File: src/rtl/hz_pkg.sv
// Shared types and constants for the pipeline hazard/forwarding controller.
package hz_pkg;
  typedef enum logic [1:0] {IDLE, LU_WAIT, MC_WAIT} hz_state_e;
  localparam int          REG_AW   = 5;
  localparam logic [4:0]  REG_ZERO = 5'd0;
endpackage

File: src/rtl/hz_fwd_port.sv
// One ID read port: per-stage match detection and EX>MEM>WB forwarding mux.
module hz_fwd_port
  import hz_pkg::*;
#(
  parameter int XLEN = 32
) (
  input  logic              re,
  input  logic [REG_AW-1:0] rr,
  input  logic              we_ex,
  input  logic              we_mem,
  input  logic              we_wb,
  input  logic [REG_AW-1:0] wr_ex,
  input  logic [REG_AW-1:0] wr_mem,
  input  logic [REG_AW-1:0] wr_wb,
  input  logic [XLEN-1:0]   wd_ex,
  input  logic [XLEN-1:0]   wd_mem,
  input  logic [XLEN-1:0]   wd_wb,
  output logic              m_ex,
  output logic              m_mem,
  output logic              sel,
  output logic [XLEN-1:0]   data
);
  logic m_wb;

  // x0 is hardwired zero, so a write to it never forwards
  assign m_ex  = re & we_ex  & (wr_ex  == rr) & (wr_ex  != REG_ZERO);
  assign m_mem = re & we_mem & (wr_mem == rr) & (wr_mem != REG_ZERO);
  assign m_wb  = re & we_wb  & (wr_wb  == rr) & (wr_wb  != REG_ZERO);
  assign sel   = m_ex | m_mem | m_wb;

  always_comb begin
    data = '0;
    if (m_ex)       data = wd_ex;
    else if (m_mem) data = wd_mem;
    else if (m_wb)  data = wd_wb;
  end
endmodule

File: src/rtl/hazard_ctrl.sv
// Hazard/forwarding controller for the 5-stage RV32 pipeline.
// Optional perf counters enabled by defining HZ_PERF_CNT_EN.
module hazard_ctrl
  import hz_pkg::*;
#(
  parameter int XLEN     = 32,
  parameter int NUM_RS   = 2,
  parameter int LOAD_LAT = 1
) (
  input  logic                     clk,
  input  logic                     rst,
  input  logic [NUM_RS-1:0]        re_id,
  input  logic [NUM_RS*REG_AW-1:0] rr_id,
  input  logic                     we_ex,
  input  logic                     we_mem,
  input  logic                     we_wb,
  input  logic [REG_AW-1:0]        wr_ex,
  input  logic [REG_AW-1:0]        wr_mem,
  input  logic [REG_AW-1:0]        wr_wb,
  input  logic [XLEN-1:0]          wd_ex,
  input  logic [XLEN-1:0]          wd_mem,
  input  logic [XLEN-1:0]          wd_wb,
  input  logic                     ld_ex,
  input  logic                     ld_mem,
  input  logic                     npc_op,
  input  logic                     ex_busy,
  output logic                     stall_pc,
  output logic                     stall_if_id,
  output logic                     stall_id_ex,
  output logic                     stall_ex_mem,
  output logic                     stall_mem_wb,
  output logic                     flush_if_id,
  output logic                     flush_id_ex,
  output logic                     flush_ex_mem,
  output logic                     flush_mem_wb,
  output logic [NUM_RS-1:0]        fwd_sel,
  output logic [NUM_RS*XLEN-1:0]   fwd_data,
  output logic [31:0]              perf_lu_cnt,
  output logic [31:0]              perf_mc_cnt,
  output logic [31:0]              perf_fl_cnt
);
  // LU_WAIT covers the stall cycles beyond the first; index of its last cycle
  localparam logic [1:0] LU_LAST = 2'(LOAD_LAT - 2);

  logic [NUM_RS-1:0] m_ex, m_mem;
  logic              lu_ex_hit, lu_hit;
  hz_state_e         state, state_nx;
  logic [1:0]        cnt, cnt_nx;
  logic              lu_stall, mc_stall, fl;

  genvar g;
  generate
    for (g = 0; g < NUM_RS; g++) begin : g_port
      hz_fwd_port #(.XLEN(XLEN)) u_port (
        .re     (re_id[g]),
        .rr     (rr_id[g*REG_AW +: REG_AW]),
        .we_ex  (we_ex),
        .we_mem (we_mem),
        .we_wb  (we_wb),
        .wr_ex  (wr_ex),
        .wr_mem (wr_mem),
        .wr_wb  (wr_wb),
        .wd_ex  (wd_ex),
        .wd_mem (wd_mem),
        .wd_wb  (wd_wb),
        .m_ex   (m_ex[g]),
        .m_mem  (m_mem[g]),
        .sel    (fwd_sel[g]),
        .data   (fwd_data[g*XLEN +: XLEN])
      );
    end
  endgenerate

  assign lu_ex_hit = (|m_ex) & ld_ex;
  assign lu_hit    = lu_ex_hit | ((LOAD_LAT == 2) & (|m_mem) & ld_mem);

  always_comb begin
    state_nx = IDLE;
    cnt_nx   = '0;
    lu_stall = 1'b0;
    mc_stall = 1'b0;
    fl       = 1'b0;
    if (npc_op) begin
      fl = 1'b1;   // younger instruction dies; any load-use wait is moot
    end else if (ex_busy) begin
      mc_stall = 1'b1;
      state_nx = MC_WAIT;
    end else if (state == LU_WAIT) begin
      lu_stall = 1'b1;
      if (cnt != LU_LAST) begin
        state_nx = LU_WAIT;
        cnt_nx   = cnt + 2'd1;
      end
    end else if (lu_hit) begin
      lu_stall = 1'b1;
      if (lu_ex_hit && (LOAD_LAT == 2)) state_nx = LU_WAIT;
    end
  end

  always_ff @(posedge clk) begin
    if (rst) begin
      state <= IDLE;
      cnt   <= '0;
    end else begin
      state <= state_nx;
      cnt   <= cnt_nx;
    end
  end

  assign stall_pc     = lu_stall | mc_stall;
  assign stall_if_id  = lu_stall | mc_stall;
  assign stall_id_ex  = mc_stall;
  assign stall_ex_mem = 1'b0;
  assign stall_mem_wb = 1'b0;
  assign flush_if_id  = fl;
  assign flush_id_ex  = fl | lu_stall;
  assign flush_ex_mem = mc_stall;
  assign flush_mem_wb = 1'b0;

`ifdef HZ_PERF_CNT_EN
  always_ff @(posedge clk) begin
    if (rst) begin
      perf_lu_cnt <= '0;
      perf_mc_cnt <= '0;
      perf_fl_cnt <= '0;
    end else begin
      if (lu_stall && perf_lu_cnt != '1) perf_lu_cnt <= perf_lu_cnt + 32'd1;
      if (mc_stall && perf_mc_cnt != '1) perf_mc_cnt <= perf_mc_cnt + 32'd1;
      if (fl       && perf_fl_cnt != '1) perf_fl_cnt <= perf_fl_cnt + 32'd1;
    end
  end
`else
  assign perf_lu_cnt = '0;
  assign perf_mc_cnt = '0;
  assign perf_fl_cnt = '0;
`endif
endmodule

File: config.mk
export PLATFORM = sky130hd
export DESIGN_NAME = hazard_ctrl
export DESIGN_NICKNAME = d
export VERILOG_FILES = /design/src/rtl/hz_pkg.sv /design/src/rtl/hz_fwd_port.sv /design/src/rtl/hazard_ctrl.sv
export SDC_FILE = /design/constraint.sdc
export NUM_CORES = 1
export LEC_CHECK = 0
export CORE_AREA = 4 4 117 119
export DETAILED_ROUTE_END_ITERATION = 7
export DIE_AREA = 0 0 121 123
export PLACE_DENSITY = 0.72
export SYNTH_ARGS = -nofsm -noshare
export SYNTH_HDL_FRONTEND = slang
export SYNTH_SLANG_ARGS = --single-unit
File: constraint.sdc
create_clock -name clk -period 2.8 [get_ports clk]
set_clock_uncertainty 0.15 [all_clocks]
set_input_delay 0.56 -clock clk [delete_from_list [all_inputs] [get_ports clk]]
set_output_delay 0.56 -clock clk [all_outputs]
set_load 0.05 [all_outputs]
# Word level (Yosys, flattened, before mapping)
# Index checks and enable logic that the tools add are counted.
[totals]
ff_bits = 4
output_inout_bits = 171
[classes]
addsub = 1
eq_ne = 8
muxes = 16
bitwise_logic = 27
reduce_logical = 7
[ops]
columns = ["operator", "n"]
rows = [
  ["$mux 32", 6],
  ["$eq 5x5->1", 6],
  ["$and 1x1->1", 19],
  ["$reduce_bool 5->1", 3],
  ["$mux 1", 9],
  ["$or 1x1->1", 6],
  ["$reduce_or 5->1", 1],
  ["$reduce_or 2->1", 2],
  ["$reduce_or 4->1", 1],
  ["$add 2x1->2 const B", 1],
  ["$eq 2x1->1 const B", 1],
  ["$mux 2", 1],
  ["$ne 2x2->1 const B", 1],
  ["$not 1->1", 2],
]

# Logic depth before layout (Yosys ltp)
# Gate-level depths: netlist of run 1.
[logic_depth]
word_depth = 10
mapped_depth = 8

# Cells and area by module
# Synthesis of run 1 repeated with hierarchy kept, for this count alone.
[hier_totals]
cells_unflattened = 411
hier_area_um2 = 3328.2
[modules_own_cells]
columns = ["module", "instances", "cells_per_inst", "area_per_inst_um2"]
rows = [
  ["hz_fwd_port", 2, 145, 1192.4],
  ["hazard_ctrl", 1, 121, 943.4],
]

# Worst setup path after synthesis of run 1
# Ideal clock, no wire load.
[synth_timing]
path_type = "input to output"
start = "in wr_ex[4]"
end = "out stall_pc"
t_arrival_ns = 3.276
required_ns = 2.090
slack_ns = -1.186
cell_stages = 5
n_path_buf = 1
path_cell_list = "xor2_1 > nor4_1 > a31oi_1 > o41ai_1 > buf_4"
[synth_via]
elab_chain_len = 10
[synth_lines]
columns = ["item", "line_no", "text"]
rows = [
  ["start: declaration", "hazard_ctrl.sv:17", "input logic [REG_AW-1:0] wr_ex,"],
  ["$eq 5x5->1", "hz_fwd_port.sv:26", "assign m_ex = re & we_ex & (wr_ex == rr) & (wr_ex != REG_ZERO);"],
  ["$and 1x1->1 (2 in a row)", "hz_fwd_port.sv:26", ""],
  ["$reduce_or 2->1 *", "hazard_ctrl.sv:74", "assign lu_ex_hit = (|m_ex) & ld_ex;"],
  ["$and 1x1->1 *", "hazard_ctrl.sv:74", ""],
  ["$mux 1 *", "hazard_ctrl.sv:94", "end else if (lu_hit) begin"],
  ["$mux 1 *", "hazard_ctrl.sv:88", "end else if (state == LU_WAIT) begin"],
  ["$mux 1 *", "hazard_ctrl.sv:85", "end else if (ex_busy) begin"],
  ["$mux 1 *", "hazard_ctrl.sv:83", "if (npc_op) begin"],
  ["$or 1x1->1 *", "-", ""],
  ["end: declaration", "hazard_ctrl.sv:27", "output logic stall_pc,"],
]
# Every way passes the cells marked *; elsewhere a longest branch is shown, timed or not.

# Worst setup path in the final report of run 1
[layout_timing]
start = "in rr_id[4]"
end = "out fwd_data[14]"
[layout_via]
elab_chain_len = 6
[layout_lines]
columns = ["item", "line_no", "text"]
rows = [
  ["start: declaration", "hazard_ctrl.sv:13", "input logic [NUM_RS*REG_AW-1:0] rr_id,"],
  ["$eq 5x5->1", "hz_fwd_port.sv:28", "assign m_wb = re & we_wb & (wr_wb == rr) & (wr_wb != REG_ZERO);"],
  ["$and 1x1->1 (2 in a row)", "hz_fwd_port.sv:28", ""],
  ["$mux 32", "hz_fwd_port.sv:35", "else if (m_wb) data = wd_wb;"],
  ["$mux 32", "hz_fwd_port.sv:34", "else if (m_mem) data = wd_mem;"],
  ["$mux 32 *", "hz_fwd_port.sv:33", "if (m_ex) data = wd_ex;"],
  ["end: declaration", "hazard_ctrl.sv:37", "output logic [NUM_RS*XLEN-1:0] fwd_data,"],
]
# Marks and branches as above.

==> impl_metrics.yaml, run 1 <==
hold_path:
  worstHoldPathType: "flip-flop to flip-flop"
timing:
  fin_hold_ws_ps: 285
  fin_crit_ps: 3160
  hold_viol_final: 0
  max_freq_mhz: 316
  setup_ws_ps: -365
  fin_tns_setup_ps: -17110
  maxSlewHeadroom_pct: 54.7
  min_period_over_period_pct: 113
  report.final.setup_viol: 69
  tightest_slew_ps: 679
  slew_viol_final: 0
  rsz0062_at_grt: "yes"
grt:
  met3_usage_pct: 4.21
  busiest_layer: "met2"
  antenna_found_initial: 0
  grt_max_degree: 44
  first_global_vias: 5228
  grt-ovfl-total: 0
  grtUsageMet1_pct: 31.0
  grt_pass1_wl_um: 30400
  grtUsageMet2_pct: 47.3
  track_usage_pct: 26.2
outcome:
  violations: "setup timing"
  outcome: "complete, but fails checks"
synth:
  synth_top_family_by_area: "buffers and inverters"
  synth.avg_cell_area_um2: 6.00
  synth_mux_area_share_pct: 0
  synth_fa_ha_area_share_pct: 0.390
  synth_warnings: 0
  synthSimpleGateAreaFrac_pct: 31.3
  syn_inst: 535
  synth-async-reset-ratio_pct: 0
  synth_edf_count: 0
  yosysUniqueCellTypes: 38
  netlist_area_mm2: 0.00321
  ys_top_cells_by_count: "106 x buf_4, 63 x nand2_1, 62 x nor2_1"
  synth-compound-area-share_pct: 26.4
  yosysTopAreaCell: "buf_4"
  synthXorXnorAreaFrac_pct: 7.37
  synthFlopType: "dfxtp_1"
  synth.most_common_cell: "buf_4"
  synth_seq_cells: 4
  yosysSeqAreaShare_pct: 2.50
  synth_top_area_share_pct: 24.8
  synthTopCellsByArea: "buf_4 25%, a21oi_1 7.6%, a31oi_1 7.6%"
clock_network:
  cts_buffer_depth: 2
  htreeDepth: 1
  cts-root-buf: "clkbuf_16"
  numCtsBuffers: 3
  clock_latency_ps: 220
  cts_tree: "built"
  cts_hold_buf: 0
  cts_sinks: 4
  clk_pin_slew_worst_paths_ps: 30
power_and_ir_drop:
  p_leak_nw: 3.34
  clock_power_share_pct: 15.3
  switching_power_mw: 0.737
  switching_share_pct: 52.1
  power.internal_mw: 0.678
  pwr-share-comb_pct: 80.6
  p_per_area_mw_per_mm2: 159
  seqPwrFrac_pct: 4.1
  vdd_ir_drop_max_v: 0.000698
place:
  gp_congestion: 0.855
  numPortBuffers: 202
  dp_hpwl_um: 12300
  pre_cts_ws_ps: -772
  place_area_mm2: 0.00684
floorplanning:
  fp.coreArea_mm2: 0.0126
  rows: 41
  io_pins: 303
  start_util_pct: 25.5
  dieWidth_um: 121
  die_height_um: 123
  die-area_mm2: 0.0149
worst_setup_path:
  crit_required_ps: 2090
  worst-path-buf-inv: 3
  crit_family: "simple AND/OR/NAND/NOR gates"
  cp_max_fo: 5
  crit_slowest_cell: "or4_4"
  arrival_ps: 2450
  critPathMaxStageDelay_ps: 620
  cp-start-kind: "input port"
  cp_cell_sequence: "buf_8, xnor2_2, nand4_1, or4_4, buf_16, o32a_1, a21oi_4, buf_12"
  endpoint_kind: "primary output"
  worstSetupPathType: "input port to primary output"
layout:
  syn2layout_area_growth_pct: 178
  finalInstanceArea_mm2: 0.00892
  antenna_cells: 0
  layout.nets: 941
  drive_gt1_share_pct: 50.4
routing:
  wl_per_cell_um: 21.5
  first_iter_violations: 280
  wl_um: 21100
  ant_nets: 0
  vias_per_cell: 5.19
  first_pass_iters: 4
  drc: 0
  vias: 5078
flow_run:
  cap_violations: 0
-- worst reg2reg max path, stage by stage, from the launching register on --
cell and delay (ps):
dfxtp_1 310, ha_1 200, nor2_1 100, nand3_1 110, inv_1 80, and2_1 110
-- metal layers --
metal  part of all wire (%)  wire (um)
met4                    4.1        867
met2                     51      10800
met3                    7.5       1580
met1                     37       7780
met5                      0          0
-- through the flow --
step	instances	utilization [%]	power [mW]
after detailed placement	917	54.5	1.03
after floorplan	633	-	0.719
after CTS	982	71.1	1.39
final	978	71.0	1.41
after global placement	917	54.5	1.03
after global routing	978	71.0	1.47
-- layout make-up --
| cell class | instances | area, um^2 |
|---|---|---|
| multi-input cells | 472 | 4210 |
| fillers | 888 | 3650 |
| inverters | 6 | 22.5 |
| clock buffers | 3 | 75.1 |
| well taps | 172 | 215 |
| repair buffers | 321 | 4320 |
| flip-flops and latches | 4 | 80.1 |
-- cells in the final DEF (no fill, tap or decap), types with 3 or more instances in the layout --
cell type / instances
xnor2_1: 12
conb_1: 99
nor3_4: 5
nand2b_1: 3
buf_8: 10
dfxtp_1: 4
nor2b_1: 3
buf_12: 94
nand2_1: 62
buf_2: 12
o32a_1: 15
xor2_1: 9
xnor2_2: 4
or4_4: 3
nand3_1: 7
nor3_1: 5
clkdlybuf4s50_1: 101
nand4_1: 37
nor2_2: 15
buf_16: 13
nor3_2: 4
nor2_1: 22
o22a_4: 8
a21oi_4: 47
buf_4: 51
o21ai_2: 8
o22a_2: 3
buf_6: 34
inv_1: 5
nor2_4: 26
a31oi_4: 39
clkbuf_16: 4
or3_4: 6
-- registers in the layout, indices dropped and copies added, names as in the netlist --
| register | count |
|---|---|
| state | 2 |
| cnt | 2 |
-- cells by family after synthesis --
logic type | after synthesis
flops | 4
xor+xnor | 27
other cells | 1
simple gates | 211
buf+inv | 159
compound gates | 132
fa+ha+maj | 1
-- final timing paths --
kind,startpoint,end,slack [ps],cells past startpoint
setup / recovery,rr_id[4],fwd_data[14],-360,8
hold / removal,cnt[0]$_SDFF_PP0_,cnt[0]$_SDFF_PP0_,290,1
setup reg to reg,cnt[0]$_SDFF_PP0_,cnt[1]$_SDFF_PP0_,1680,5
hold reg to reg,cnt[0]$_SDFF_PP0_,cnt[0]$_SDFF_PP0_,290,1
-- repair_timing --
item	in CTS	in global routing
buffers inserted	40	8
pin swaps	98	45
resized for setup	312	68
cloned	24	1
setup endpoints to repair	69	69
-- power groups by stage --
| stage | clock network [mW] | registers (mW) | logic, mW |
|---|---|---|---|
| global placement | 0 | 0.0589 | 0.970 |
| detailed placement | 0 | 0.0589 | 0.973 |
| floorplan | 0 | 0.0588 | 0.660 |
| global route | 0.227 | 0.0582 | 1.18 |
| finish | 0.217 | 0.0582 | 1.14 |
| CTS | 0.219 | 0.0582 | 1.11 |
(Power assumes the default switching activity.)
==> run 2: changes to the inputs <==
Settings changed: CORE_AREA 4 4 117 119 to unset, CORE_ASPECT_RATIO set to 0.7, CORE_MARGIN set to 4, CORE_UTILIZATION set to 29, DIE_AREA 0 0 121 123 to unset, PLACE_DENSITY 0.72 to 0.81, SLEW_MARGIN set to 20.
==> impl_metrics.yaml, run 2 (synthesis gave the netlist of run 1 again) <==
power_and_ir_drop:
  vdd_ir_drop_max_v: 0.000259
  p_leak_nw: 3.45
  power.internal_mw: 0.688
  seqPwrFrac_pct: 4.0
  p_per_area_mw_per_mm2: 159
  switching_power_mw: 0.765
  pwr-share-comb_pct: 80.7
  switching_share_pct: 52.7
  clock_power_share_pct: 15.3
clock_network:
  cts-root-buf: "clkbuf_16"
  htreeDepth: 1
  numCtsBuffers: 3
  cts_sinks: 4
  clock_latency_ps: 220
  cts_hold_buf: 0
  cts_tree: "built"
  cts_buffer_depth: 2
  clk_pin_slew_worst_paths_ps: 30
routing:
  wl_per_cell_um: 23.8
  top_layer: "met4"
  dr_wl_met2_um: 11800
  vias_per_cell: 5.59
  ant_nets: 0
  wl_um: 23200
  first_iter_violations: 363
  first_pass_iters: 5
  vias: 5443
  met3_length_um: 2060
  drc: 0
  wl_met1_um: 8280
timing:
  maxSlewHeadroom_pct: 63.4
  report.final.setup_viol: 68
  hold_viol_final: 0
  fin_hold_ws_ps: 279
  tightest_slew_ps: 548
  fin_tns_setup_ps: -22450
  setup_ws_ps: -431
  max_freq_mhz: 309
  slew_viol_final: 0
  rsz0062_at_grt: "yes"
  fin_crit_ps: 3230
  min_period_over_period_pct: 115
worst_setup_path:
  critPathLaunch: "wr_ex[2]"
  endpoint_kind: "primary output"
  critPathMaxStageDelay_ps: 540
  arrival_ps: 2520
  crit_required_ps: 2090
  crit_slowest_cell: "or4_4"
  cp_max_fo: 7
  cp_common_cell: "buf_6"
  reg2reg_from: "cnt[0]$_SDFF_PP0_"
  cp_cell_sequence: "buf_6, or4_4, o211ai_1, buf_4, buf_6, nor2_4, clkbuf_16, buf_6, a31oi_4, a21oi_4, buf_12"
  worstSetupPathType: "input port to primary output"
  cp-start-kind: "input port"
grt:
  grt_max_degree: 37
  grt-ovfl-total: 0
  grt_pass1_wl_um: 31300
  antenna_found_initial: 0
  first_global_vias: 5450
  track_usage_pct: 31.0
floorplanning:
  dieWidth_um: 134
  rows: 31
  start_util_pct: 30.4
  die_height_um: 96
  io_pins: 303
  die-area_mm2: 0.0128
  fp.coreArea_mm2: 0.0106
place:
  numPortBuffers: 202
  gp_congestion: 0.884
  dp_hpwl_um: 13000
flow_run:
  cap_violations: 0
outcome:
  violations: "setup timing"
  outcome: "complete, but fails checks"
layout:
  top_regs: "cnt: 2 flops, state: 2 flops"
  syn2layout_area_growth_pct: 184
  layout_commonest_cell: "clkdlybuf4s50_1"
  drive_gt1_share_pct: 53.2
  antenna_cells: 0
  most-common-layout-cells: "100 x clkdlybuf4s50_1, 99 x conb_1, 90 x buf_12"
  fillCellCount: 511
  layout.nets: 960
hold_path:
  min-delay-start: "cnt[0]$_SDFF_PP0_"
  worstHoldPathType: "flip-flop to flip-flop"
[run 2: layer usage]
layer  track usage, %  up-vias
li1                 -     2314
met1             36.9     2664
met2             57.4      373
met3             5.17       92
met4             10.1        0
met5                0        -
[run 2: power groups by stage]
stage	sequential (mW)	clock (mW)	combinational [mW]
after CTS	0.0582	0.224	1.09
final	0.0581	0.222	1.17
after global placement	0.0589	0	0.963
after floorplan	0.0588	0	0.660
after global routing	0.0582	0.229	1.21
after detailed placement	0.0589	0	0.978
[run 2: timing repair]
item                                   CTS  global route
setup endpoints to repair               69            69
buffers inserted                        47            17
gates resized for setup                310            91
gates cloned                            17             4
pin swaps                               92            66
endpoints found under the hold margin    0             0
[run 2: final timing paths]
kind / cells after the start / slack (ps) / endpoint
hold reg to reg: 1 / 280 / cnt[0]$_SDFF_PP0_
setup / recovery: 11 / -430 / fwd_data[44]
setup reg to reg: 5 / 1670 / cnt[1]$_SDFF_PP0_
hold / removal: 1 / 280 / cnt[0]$_SDFF_PP0_
[run 2: layout make-up]
type                    instances  area, um^2  share of cell area [%]
clock buffers                   3        75.1                   0.823
flip-flops and latches          4        80.1                   0.878
repair buffers                341        4530                    49.7
inverters                       6        22.5                   0.247
well taps                     148         185                    2.03
multi-input cells             471        4220                    46.3
[run 2: worst max-delay path, delay by kind of cell]
family	cells	cell delay [ps]
AO/OA/AOI/OAI	3	540
AND/OR/NAND/NOR	2	590
buffers and inverters	6	800
[run 2: metrics by stage]
stage | power, mW | cells | area (um^2) | utilization (%) | setup WS, ps
after detailed placement | 1.04 | 894 | 6910 | 65.5 | -800
final | 1.45 | 973 | 9120 | 86.4 | -431
after global placement | 1.02 | 894 | 6910 | 65.5 | -723
after CTS | 1.37 | 960 | 8590 | 81.5 | -393
after global routing | 1.49 | 973 | 9120 | 86.4 | -452
after floorplan | 0.719 | 633 | 4400 | - | -114
==> run 3: changes to the inputs <==
Settings changed: SKIP_CTS_REPAIR_TIMING set to 1.
==> impl_metrics.yaml, run 3 (synthesis gave the netlist of run 1 again) <==
worst_setup_path:
  endpoint_kind: "primary output"
  crit_family: "simple AND/OR/NAND/NOR gates"
  r2r_slack_ps: 1680
  ff2ff_path_depth: 5
  arrival_ps: 2500
  cp_max_fo: 6
  cp_cell_sequence: "buf_8, xnor2_2, nand4_1, or4_4, buf_12, o32a_1, a21oi_4, buf_12"
  worstSetupPathType: "input port to primary output"
  worstReg2RegEnd: "cnt[1]$_SDFF_PP0_"
  critPathMaxStageDelay_ps: 620
  worst-path-buf-inv: 3
  cp-start-kind: "input port"
  crit_required_ps: 2090
  reg2reg_from: "cnt[0]$_SDFF_PP0_"
  cp_common_cell: "buf_12"
  crit_slowest_cell: "or4_4"
hold_path:
  holdPathStages: 1
  worstHoldPathType: "flip-flop to flip-flop"
  hold-path-endpoint: "cnt[0]$_SDFF_PP0_"
  min-delay-start: "cnt[0]$_SDFF_PP0_"
timing:
  min_period_over_period_pct: 115
  slew_viol_final: 0
  report.final.setup_viol: 66
  hold_viol_final: 0
  maxSlewHeadroom_pct: 60.1
  tightest_slew_ps: 599
  rsz0062_at_grt: "yes"
  fin_crit_ps: 3210
  setup_ws_ps: -409
  max_freq_mhz: 312
floorplanning:
  rows: 31
  io_pins: 303
  dieWidth_um: 134
  die_height_um: 96
  fp.coreArea_mm2: 0.0106
  die-area_mm2: 0.0128
  start_util_pct: 30.4
clock_network:
  cts_sinks: 4
  numCtsBuffers: 3
  cts_tree: "built"
  htreeDepth: 1
  cts-root-buf: "clkbuf_16"
  cts_buffer_depth: 2
  clock_latency_ps: 220
  clk_pin_slew_worst_paths_ps: 30
routing:
  vias_per_cell: 5.45
  vias: 5095
  ant_nets: 0
  wl_per_cell_um: 22.2
  drc: 0
  first_iter_violations: 394
  wl_um: 20800
  first_pass_iters: 5
place:
  place_area_mm2: 0.00691
  pre_cts_ws_ps: -800
  numPortBuffers: 202
  dp_hpwl_um: 13000
  dp.cells: 894
  gp_congestion: 0.884
outcome:
  outcome: "complete, but fails checks"
  violations: "setup timing"
grt:
  first_global_vias: 4769
  grt_max_degree: 37
  track_usage_pct: 22.8
  grt_pass1_wl_um: 24000
  grt-ovfl-total: 0
  antenna_found_initial: 0
layout:
  drive_gt1_share_pct: 45.5
  syn2layout_area_growth_pct: 165
  layout_commonest_cell: "clkdlybuf4s50_1"
  multiInputGateArea_mm2: 0.00410
  layout.nets: 922
  top_regs: "cnt: 2 flops, state: 2 flops"
  fillCellCount: 632
  finalInstanceArea_mm2: 0.00850
  fin_cells: 935
  most-common-layout-cells: "100 x clkdlybuf4s50_1, 99 x conb_1, 91 x buf_12"
  antenna_cells: 0
  seq_area_um2: 80.1
power_and_ir_drop:
  p_leak_nw: 3.27
  p_per_area_mw_per_mm2: 165
  vdd_ir_drop_max_v: 0.000259
flow_run:
  cap_violations: 0
==> run 3: cell type report <==
type                            count  share of cell area, %
Sequential cell                     4                  0.942
Clock buffer                        3                  0.883
Tap cell                          148                   2.18
Timing Repair Buffer              303                   47.5
Multi-Input combinational cell    471                   48.3
Inverter                            6                  0.265
==> run 3: per-stage QoR <==
step	TNS (ps)	hold WS (ps)	power, mW	utilization [%]
6_report	-17400	279	1.40	80.6
4_1_cts	-47260	285	1.26	66.2
3_3_place_gp	-44480	257	1.02	65.5
2_1_floorplan	-1680	248	0.719	-
3_5_place_dp	-47230	288	1.04	65.5
5_1_grt	-20340	307	1.45	80.6
==> run 3: per-layer routing <==
layer	part of all wire, %	GRT usage, %
met1	36	26.2
met2	53	43.1
met3	9.0	4.91
met4	2.0	6.25
met5	0	0
==> run 3: where the power goes <==
group	internal (mW)	total [mW]	switching [mW]
combinational	0.424	1.12	0.698
clock	0.183	0.224	0.0416
sequential	0.0580	0.0581	0.000140
total	0.665	1.40	0.740
==> run 3: how the worst max path moves through the flow <==
stage / to / from / cells after the start / slack, ps
floorplan: stall_pc / wr_ex[4] / 5 / -110
global placement: fwd_data[56] / wr_ex[4] / 8 / -720
detailed placement: fwd_data[38] / wr_ex[4] / 8 / -800
CTS: fwd_data[38] / wr_ex[4] / 8 / -800
global route: fwd_data[22] / wr_wb[4] / 8 / -440
finish: fwd_data[22] / rr_id[0] / 8 / -410
==> run 3: worst reg2reg max path, cell delays in order, from the launching register on <==
cell,delay [ps]
dfxtp_1,300
ha_1,200
nor2_1,120
nand3_1,100
inv_1,80
and2_1,110
